`src/rtl/dmux_pkg.sv`:
```
// Shared constants and helpers for the buffered N-way demultiplexer.
package dmux_pkg;

  localparam int DEF_N     = 8;
  localparam int DEF_W     = 16;
  localparam int DEF_DEPTH = 4;

  // Ceiling log2, usable in constant expressions; clog2(1) = 0.
  function automatic int clog2(input int value);
    int r;
    int v;
    r = 0;
    v = value - 1;
    while (v > 0) begin
      r = r + 1;
      v = v >> 1;
    end
    return r;
  endfunction

endpackage

```
`src/rtl/dmux_nway_buf_if.sv`:
```
// Input stream plus per-channel output streams of the demultiplexer.
interface dmux_nway_buf_if #(
  parameter int N = dmux_pkg::DEF_N,
  parameter int W = dmux_pkg::DEF_W
);
  localparam int SEL_W = dmux_pkg::clog2(N);

  logic             in_valid;
  logic             in_ready;
  logic [W-1:0]     in_data;
  logic [SEL_W-1:0] in_sel;
  logic             in_bcast;
  logic [N-1:0]     out_valid;
  logic [N-1:0]     out_ready;
  logic [N*W-1:0]   out_data;
  logic             err_sel;

  // Producer and consumers drive the master side; the demultiplexer is the slave.
  modport master (
    output in_valid, in_data, in_sel, in_bcast, out_ready,
    input  in_ready, out_valid, out_data, err_sel
  );

  modport slave (
    input  in_valid, in_data, in_sel, in_bcast, out_ready,
    output in_ready, out_valid, out_data, err_sel
  );

endinterface

```
`src/rtl/dmux_chan_fifo.sv`:
```
// Single output channel FIFO. Pointers and count reset; storage does not.
module dmux_chan_fifo #(
  parameter int W     = 16,
  parameter int DEPTH = 4
) (
  input  logic         clk,
  input  logic         reset,
  input  logic         push,
  input  logic [W-1:0] push_data,
  input  logic         pop,
  output logic         full,
  output logic         empty,
  output logic [W-1:0] head_data
);
  localparam int PW = dmux_pkg::clog2(DEPTH);
  localparam int CW = PW + 1;

  logic [W-1:0]  mem [DEPTH];
  logic [PW-1:0] wr_ptr;
  logic [PW-1:0] rd_ptr;
  logic [CW-1:0] count;
  logic          do_push;
  logic          do_pop;

  assign full      = (count == CW'(DEPTH));
  assign empty     = (count == '0);
  // A pop on an empty channel is ignored, so an empty push+pop leaves count = 1.
  assign do_push   = push && !full;
  assign do_pop    = pop && !empty;
  assign head_data = mem[rd_ptr];

  // Pointer and occupancy bookkeeping; pointers wrap naturally at DEPTH.
  always_ff @(posedge clk or posedge reset) begin
    if (reset) begin
      wr_ptr <= '0;
      rd_ptr <= '0;
      count  <= '0;
    end else begin
      if (do_push) wr_ptr <= wr_ptr + PW'(1);
      if (do_pop)  rd_ptr <= rd_ptr + PW'(1);
      case ({do_push, do_pop})
        2'b10:   count <= count + CW'(1);
        2'b01:   count <= count - CW'(1);
        default: count <= count;
      endcase
    end
  end

  // Word storage, written at the tail.
  always_ff @(posedge clk) begin
    if (do_push) mem[wr_ptr] <= push_data;
  end

endmodule

```
`src/rtl/dmux_nway_buf.sv`:
```
// Buffered N-way demultiplexer: unicast or all-or-nothing broadcast into
// per-channel FIFOs; out-of-range selectors are consumed and flagged.
module dmux_nway_buf
  import dmux_pkg::*;
#(
  parameter int N     = DEF_N,
  parameter int W     = DEF_W,
  parameter int DEPTH = DEF_DEPTH
) (
  input logic             clk,
  input logic             reset,
  dmux_nway_buf_if.slave  bus
);
  localparam int SEL_W = clog2(N);
  localparam logic [SEL_W:0] N_L = (SEL_W + 1)'(N);

  logic [N-1:0]   full;
  logic [N-1:0]   empty;
  logic [N-1:0]   push;
  logic [N-1:0]   pop;
  logic [N*W-1:0] head;
  logic           sel_oob;
  logic           accept;

  assign sel_oob       = !bus.in_bcast && ({1'b0, bus.in_sel} >= N_L);
  assign accept        = bus.in_valid && bus.in_ready;
  assign pop           = ~empty & bus.out_ready;
  assign bus.out_valid = ~empty;
  assign bus.out_data  = head;

  // Readiness depends only on occupancy and the selector, never on out_ready.
  always_comb begin
    bus.in_ready = 1'b0;
    if (!reset) begin
      if (bus.in_bcast)  bus.in_ready = &(~full);
      else if (sel_oob)  bus.in_ready = 1'b1;
      else               bus.in_ready = !full[bus.in_sel];
    end
  end

  // Push decode: one channel for unicast, every channel for broadcast.
  always_comb begin
    push = '0;
    if (accept && !sel_oob) begin
      if (bus.in_bcast) push = '1;
      else              push[bus.in_sel] = 1'b1;
    end
  end

  // One-cycle flag for a dropped out-of-range word.
  always_ff @(posedge clk or posedge reset) begin
    if (reset) bus.err_sel <= 1'b0;
    else       bus.err_sel <= accept && sel_oob;
  end

  for (genvar k = 0; k < N; k++) begin : g_chan
    dmux_chan_fifo #(
      .W     (W),
      .DEPTH (DEPTH)
    ) u_fifo (
      .clk       (clk),
      .reset     (reset),
      .push      (push[k]),
      .push_data (bus.in_data),
      .pop       (pop[k]),
      .full      (full[k]),
      .empty     (empty[k]),
      .head_data (head[k*W +: W])
    );
  end

endmodule
```
`src/flat_wrapper.sv`:
```
// flat-port wrapper written by rule: the top's interface ports become plain ports
module dmux_nway_buf_flat import dmux_pkg::*;
#(
  parameter int N     = DEF_N,
  parameter int W     = DEF_W,
  parameter int DEPTH = DEF_DEPTH
)
  (clk, reset, bus_in_valid, bus_in_data, bus_in_sel, bus_in_bcast, bus_out_ready, bus_in_ready, bus_out_valid, bus_out_data, bus_err_sel);
  dmux_nway_buf_if #(.N(N), .W(W)) bus_i ();
  input logic clk;
  input logic reset;
  input wire logic [$bits(bus_i.in_valid)-1:0] bus_in_valid;
  input wire logic [$bits(bus_i.in_data)-1:0] bus_in_data;
  input wire logic [$bits(bus_i.in_sel)-1:0] bus_in_sel;
  input wire logic [$bits(bus_i.in_bcast)-1:0] bus_in_bcast;
  input wire logic [$bits(bus_i.out_ready)-1:0] bus_out_ready;
  output wire logic [$bits(bus_i.in_ready)-1:0] bus_in_ready;
  output wire logic [$bits(bus_i.out_valid)-1:0] bus_out_valid;
  output wire logic [$bits(bus_i.out_data)-1:0] bus_out_data;
  output wire logic [$bits(bus_i.err_sel)-1:0] bus_err_sel;
  assign bus_i.in_valid = bus_in_valid;
  assign bus_i.in_data = bus_in_data;
  assign bus_i.in_sel = bus_in_sel;
  assign bus_i.in_bcast = bus_in_bcast;
  assign bus_i.out_ready = bus_out_ready;
  assign bus_in_ready = bus_i.in_ready;
  assign bus_out_valid = bus_i.out_valid;
  assign bus_out_data = bus_i.out_data;
  assign bus_err_sel = bus_i.err_sel;
  dmux_nway_buf #(.N(N), .W(W), .DEPTH(DEPTH)) u_core (.clk(clk), .reset(reset), .bus(bus_i));
endmodule
```
`config.mk`:
```
export PLATFORM = sky130hd
export DESIGN_NAME = dmux_nway_buf_flat
export DESIGN_NICKNAME = d
export VERILOG_FILES = /design/src/rtl/dmux_pkg.sv /design/src/rtl/dmux_nway_buf_if.sv /design/src/rtl/dmux_chan_fifo.sv /design/src/rtl/dmux_nway_buf.sv /design/src/flat_wrapper.sv
export SDC_FILE = /design/constraint.sdc
export NUM_CORES = 1
export LEC_CHECK = 0
export BUFFER_PORTS_ARGS = -buffer_cell sky130_fd_sc_hd__buf_4
export CORE_AREA = 5 5 230 232
export CTS_CLUSTER_DIAMETER = 60
export DETAILED_ROUTE_END_ITERATION = 7
export DIE_AREA = 0 0 235 237
export GPL_ROUTABILITY_DRIVEN = 1
export PLACE_DENSITY = 0.74
export SLEW_MARGIN = 10
export SYNTH_ARGS = -nofsm -noshare
export SYNTH_HDL_FRONTEND = slang
export SYNTH_HIERARCHICAL = 1
export SYNTH_SLANG_ARGS = --single-unit
```
`constraint.sdc`:
```
create_clock -name clk -period 4.95 [get_ports clk]
set_input_delay 0.99 -clock clk [delete_from_list [all_inputs] [get_ports clk]]
set_output_delay 0.99 -clock clk [all_outputs]
set_load 0.03 [all_outputs]
```
# Word-level counts from Yosys, hierarchy flattened
# Memory sizes are Yosys's and may differ from the RTL's.
# Cells that the tools add are included.
# W data, S select, Z words.
dict set report op_classes {
  add_sub_neg 32
  n_lt_le_gt_ge 2
  n_eq_ne 24
  muxes 32
  bitwise_logic 3
  reduce_logical 52
}
# cell count
set ops {}
lappend ops {{$pmux W3 S2} 8}
lappend ops {{$add A2 B1 Y2 const B} 16}
lappend ops {{$add A3 B1 Y3 const B} 8}
lappend ops {{$eq A3 B3 Y1 const B} 8}
lappend ops {{$logic_not A3 Y1} 8}
lappend ops {{$sub A3 B1 Y3 const B} 8}
lappend ops {{$mux W1} 20}
lappend ops {{$logic_and A1 B1 Y1} 18}
lappend ops {{$logic_not A1 Y1} 17}
lappend ops {{$eq A2 B1 Y1 const B} 8}
lappend ops {{$eq A2 B2 Y1 const B} 8}
lappend ops {{$mux W8} 2}
lappend ops {{$not A8 Y8} 2}
lappend ops {{$reduce_bool A2 Y1} 8}
lappend ops {{$and A8 B8 Y8} 1}
lappend ops {{$reduce_and A8 Y1} 1}
lappend ops {{$lt A3 B4 Y1 const B} 1}
lappend ops {{$bmux W1 S3} 1}
lappend ops {{$demux W1 S3} 1}
lappend ops {{$ge A3 B1 Y1 const B} 1}
dict set report word_totals {
  ff_bits 56
  mem_bits_rw 512
  in_bits 31
  out_inout_bits 138
  wordCells 177
  memories 8
}
# name words width read_ports rd_ports_with_merged_regs write_ports line
set memory_table {}
lappend memory_table {{u_core.g_chan[0].u_fifo.mem} 4 16 1 0 1 dmux_chan_fifo.sv:18} ;# logic [W-1:0] mem [DEPTH];
lappend memory_table {{u_core.g_chan[1].u_fifo.mem} 4 16 1 0 1 dmux_chan_fifo.sv:18}
lappend memory_table {{u_core.g_chan[2].u_fifo.mem} 4 16 1 0 1 dmux_chan_fifo.sv:18}
lappend memory_table {{u_core.g_chan[3].u_fifo.mem} 4 16 1 0 1 dmux_chan_fifo.sv:18}
lappend memory_table {{u_core.g_chan[4].u_fifo.mem} 4 16 1 0 1 dmux_chan_fifo.sv:18}
lappend memory_table {{u_core.g_chan[5].u_fifo.mem} 4 16 1 0 1 dmux_chan_fifo.sv:18}
lappend memory_table {{+2 memories} - - - - - -}

# Logic depth before layout (Yosys ltp)
dict set report logic_depth {
  word_depth 11
  mapped_depth 14
  mapped_depth_nobuf 13
}

# By module
# The synthesis kept the hierarchy.
# module instances cells_each area_per_inst_um2 seq_area_each_um2
set by_module_without_submodules {}
lappend by_module_without_submodules {dmux_chan_fifo 8 122 2778.9 2097.0}
lappend by_module_without_submodules {dmux_nway_buf 1 56 339.1 0.0}

# Least setup slack after synthesis
# No wires, ideal clock.
dict set report synth_timing {
  kind {in2out}
  start {in bus_in_sel[0]}
  end {out bus_in_ready}
  arrival_time_ns 2.215
  t_required_ns 3.960
  path_slack_ns 1.745
  path_stages 5
  path_buffers 1
  cell_sequence {buf_6 > mux2_4 > nor3b_2 > o41ai_1 > a21oi_1}
}
dict set report synth_between {
  elab_chain_cells 5
}
# item line
set synth_lines {}
lappend synth_lines {{start: declaration} flat_wrapper.sv:14} ;# input wire logic [$bits(bus_i.in_sel)-1:0] bus_in_sel;
lappend synth_lines {{$bmux W1 S3} dmux_nway_buf.sv:37} ;# else bus.in_ready = !full[bus.in_sel];
lappend synth_lines {{$mux W1 (implied by the code)} dmux_nway_buf.sv:37}
lappend synth_lines {{$logic_not A1 Y1} dmux_nway_buf.sv:37}
lappend synth_lines {{$mux W1} dmux_nway_buf.sv:35} ;# if (bus.in_bcast) bus.in_ready = &(~full);
lappend synth_lines {{$mux W1} dmux_nway_buf.sv:34} ;# if (!reset) begin
lappend synth_lines {{end: declaration} flat_wrapper.sv:17} ;# output wire logic [$bits(bus_i.in_ready)-1:0] bus_in_ready;
# Every way passes these cells. The select of a mux whose other input is x is not followed.

# Worst setup path in the final report
dict set report layout_timing {
  start {reg u_core.g_chan[3].u_fifo.count[2]}
  end {out bus_in_ready}
}
dict set report layout_between {
  elab_chain_cells 6
  word_cells_on_any_way 8
  classes_between {eq/ne: 1; mux: 4; bitwise: 1; reduce/logical: 2}
}
# item line
set layout_lines {}
lappend layout_lines {{start: declaration} dmux_chan_fifo.sv:21} ;# logic [CW-1:0] count;
lappend layout_lines {{start signal: assignment} dmux_chan_fifo.sv:42} ;# 2'b10: count <= count + CW'(1);
lappend layout_lines {{start signal: assignment} dmux_chan_fifo.sv:43} ;# 2'b01: count <= count - CW'(1);
lappend layout_lines {{start signal: assignment} dmux_chan_fifo.sv:44} ;# default: count <= count;
lappend layout_lines {{$eq A3 B3 Y1 (*)} dmux_chan_fifo.sv:25} ;# assign full = (count == CW'(DEPTH));
lappend layout_lines {{net u_core.full[3]} dmux_nway_buf.sv:17} ;# logic [N-1:0] full;
lappend layout_lines {{$bmux W1 S3} dmux_nway_buf.sv:37}
lappend layout_lines {{$mux W1 (implied by the code)} dmux_nway_buf.sv:37}
lappend layout_lines {{$logic_not A1 Y1} dmux_nway_buf.sv:37}
lappend layout_lines {{$mux W1 (*)} dmux_nway_buf.sv:35}
lappend layout_lines {{$mux W1 (*)} dmux_nway_buf.sv:34}
# Mark *: on every way through the listed nets, which the timed path passes. The rest lies on a longest branch. The select of a mux whose other input is x is not followed.

==> out/qor.yml <==
hold_path_class: "primary input to async pin"
worst_pin_slew_ns: 1.05
final_nets: 1300
ant_nets: 0
ys.flop_type: "edfxtp_1"
nFillCells: 3905
whs_ns: 0.421
drt_pass1_iterations: 5
clk_latency_ns: 0.60
setup_viol: 0
fp.dieH_um: 237
tns_ns: 0
fmax_mhz: 272
routed_wl_um: 46100
grt_max_degree: 33
grt_pass1_vias: 10800
cts_buffer_depth: 3
grt_use_total: 0.162
reg2reg_slack_ns: 1.89
yosysUniqueCellTypes: 33
area_growth_pct: 15.7
startpoint_type: "flip-flop"
cts_htree_levels: 2
initial_utilization: 0.444
ys_warn_count: 6
fin_cells: 1947
postSynthCellCount: 1032
synth_mux_area_frac: 0.148
die-area_um2: 55700
cts_sinks: 568
cts_resized: 0
dpl_worst_slack_ns: 1.53
synth_compound_area_frac: 0.00615
hold_viol_final: 0
drc: 0
cts_setup_buffers: 0
powerDensity_nw_per_um2: 591
ys_async_sr_fraction: 0.0986
numPortBuffers: 167
finalCritPeriodShare: 0.742
r2r-end: "u_core/g_chan[4].u_fifo/mem[2][14]$_DFFE_PP_"
total_leakage_power_nw: 9.18
yosys_register_bits: 568
ir_worst_vdd_uv: 325
routabilityCongestion: 0.747
relSlewSlack: 0.298
clockRootBuffer: "clkbuf_16"
skew_ns: 0.0226
wl_per_cell_um: 23.7
clk_pin_slew_worst_paths_ns: 0.06
rsz0062_at_grt: "false"
first_iter_violations: 780
synth-seq-area-share: 0.743
cp.required_ns: 3.96
hold_buffers: 0
register_area_um2: 16800
post-dp-hpwl_um: 27600
ioPinCount: 169
period_needed_ns: 3.67
die_w_um: 235
r2r.worst_path.cells: 7
status: "complete, no violations"
max-cap-violations: 0
crit_path_end_kind: "output port"
cts_tree: "yes"
reg2reg_from: "u_core/g_chan[3].u_fifo/count[2]$_DFFE_PP0P_"
synth.avg_cell_area_um2: 21.9
rows: 83
cp_max_fo: 9
power_mw: 15.4
multi_input_area_um2: 5190
synthAdderAreaFrac: 0.0293
worst_slack_ns: 1.28
drv_slew: 0
synth_edf_count: 512
placed_cells: 1843
criticalPathCategory: "flip-flop to output port"
drive_gt1_frac: 0.269
yosys.area_share.simple: 0.0280
synth_top_family_by_area: "multiplexers"
vias: 10300
gr-total-overflow: 0
grt_pass1_wl_um: 68200
syn-num-nets: 1111
fp.coreArea_um2: 50800
yosys.area_share.xor_xnor: 0.0186
numCtsBuffers: 56
antenna_found_initial: 2
cp.arrival_ns: 2.68
syn_area_um2: 22600
via_per_inst: 5.28
==> worst max-delay path by stage <==
stage,from,endpoint
after floorplan,bus_in_sel[0],bus_in_ready
after global placement,bus_in_sel[0],bus_in_ready
after detailed placement,bus_in_sel[0],u_core/g_chan[0].u_fifo/mem[2][5]$_DFFE_PP_
after CTS,u_core/g_chan[2].u_fifo/rd_ptr[0]$_DFFE_PP0P_,bus_out_data[47]
after global routing,u_core/g_chan[2].u_fifo/rd_ptr[0]$_DFFE_PP0P_,bus_out_data[47]
final,u_core/g_chan[3].u_fifo/count[2]$_DFFE_PP0P_,bus_in_ready
==> worst max-delay path, stage by stage (launching register included) <==
cell     delay (ns)
dfrtp_1        0.42
nor3b_2        0.21
nor4_1         0.31
and4_1         0.42
inv_1          0.07
a21oi_1        0.40
buf_4          0.25
==> synth_stat cells (10+ instances only) <==
| cell type | instances | area, µm² |
|---|---|---|
| and2_1 | 32 | 200 |
| nor2b_1 | 10 | 62.6 |
| mux4_2 | 64 | 1440 |
| edfxtp_1 | 512 | 15400 |
| buf_2 | 17 | 85.1 |
| nor2_1 | 19 | 71.3 |
| inv_1 | 66 | 248 |
| nor3b_2 | 10 | 125 |
| dfrtp_1 | 56 | 1400 |
| xnor2_1 | 24 | 210 |
| xor2_1 | 24 | 210 |
| mux4_1 | 64 | 1680 |
| ha_1 | 40 | 500 |
==> per-stage QoR <==
stage	instance area (µm²)	utilization
3_5_place_dp	24300	0.479
5_1_grt	26100	0.514
4_1_cts	26100	0.514
3_3_place_gp	24300	0.479
2_1_floorplan	22600	-
6_report	26100	0.514
==> layout make-up <==
class | instances | area share
Sequential cell | 568 | 0.643
Multi-Input combinational cell | 362 | 0.199
Clock buffer | 67 | 0.0560
Timing Repair Buffer | 167 | 0.0480
Tap cell | 680 | 0.0326
Clock inverter | 36 | 0.0124
Inverter | 66 | 0.00949
Antenna cell | 1 | 0.0000959
==> flip-flops by register name, summed over array words and instances (netlist names) <==
name and flops:
u_core/g_chan.u_fifo/mem 512, u_core/g_chan.u_fifo/wr_ptr 16, u_core/g_chan.u_fifo/count 24, u_core/g_chan.u_fifo/rd_ptr 16
==> layout by cell type (no fill, tap or decap), drive strengths merged <==
cell type,netlist,final
and2,32,32
mux4,128,128
clkbuf,0,67
nand2,8,8
mux2,10,10
and3,1,1
clkinvlp,0,4
a2111oi,1,1
xnor2,24,24
o31a,8,8
conb,1,1
diode,0,1
ha,40,40
mux2i,9,9
nor3b,10,10
buf,36,167
and4,1,1
nor3,8,8
nand2b,1,1
nor2b,18,18
o41ai,1,1
fa,8,8
edfxtp,512,512
inv,66,69
nor4,1,1
nor2,19,19
clkinv,0,24
xor2,24,24
dfrtp,56,56
bufinv,0,5
a21oi,9,9
==> cells by family (layout without fill, tap and decap cells) <==
kind of cell    Yosys count  after routing
compound gates           19             19
xor+xnor                 48             48
fa+ha+maj                48             48
buf+inv                 102            336
flops                   568            568
mux                     147            147
other cells               1              2
simple gates             99             99
==> metal layers <==
metal,global-route usage,routed length [µm],vias up
met5,0,21,-
met2,0.271,23200,273
met1,0.223,19500,5440
met3,0.0375,2740,56
met4,0.0310,706,4
li1,-,-,4509
==> power breakdown <==
group / total (mW) / internal (mW) / switching [mW]
logic: 4.81 / 2.18 / 2.63
registers: 6.50 / 5.71 / 0.792
clock network: 4.10 / 2.37 / 1.74
Power figures use the tool's default switching activity.
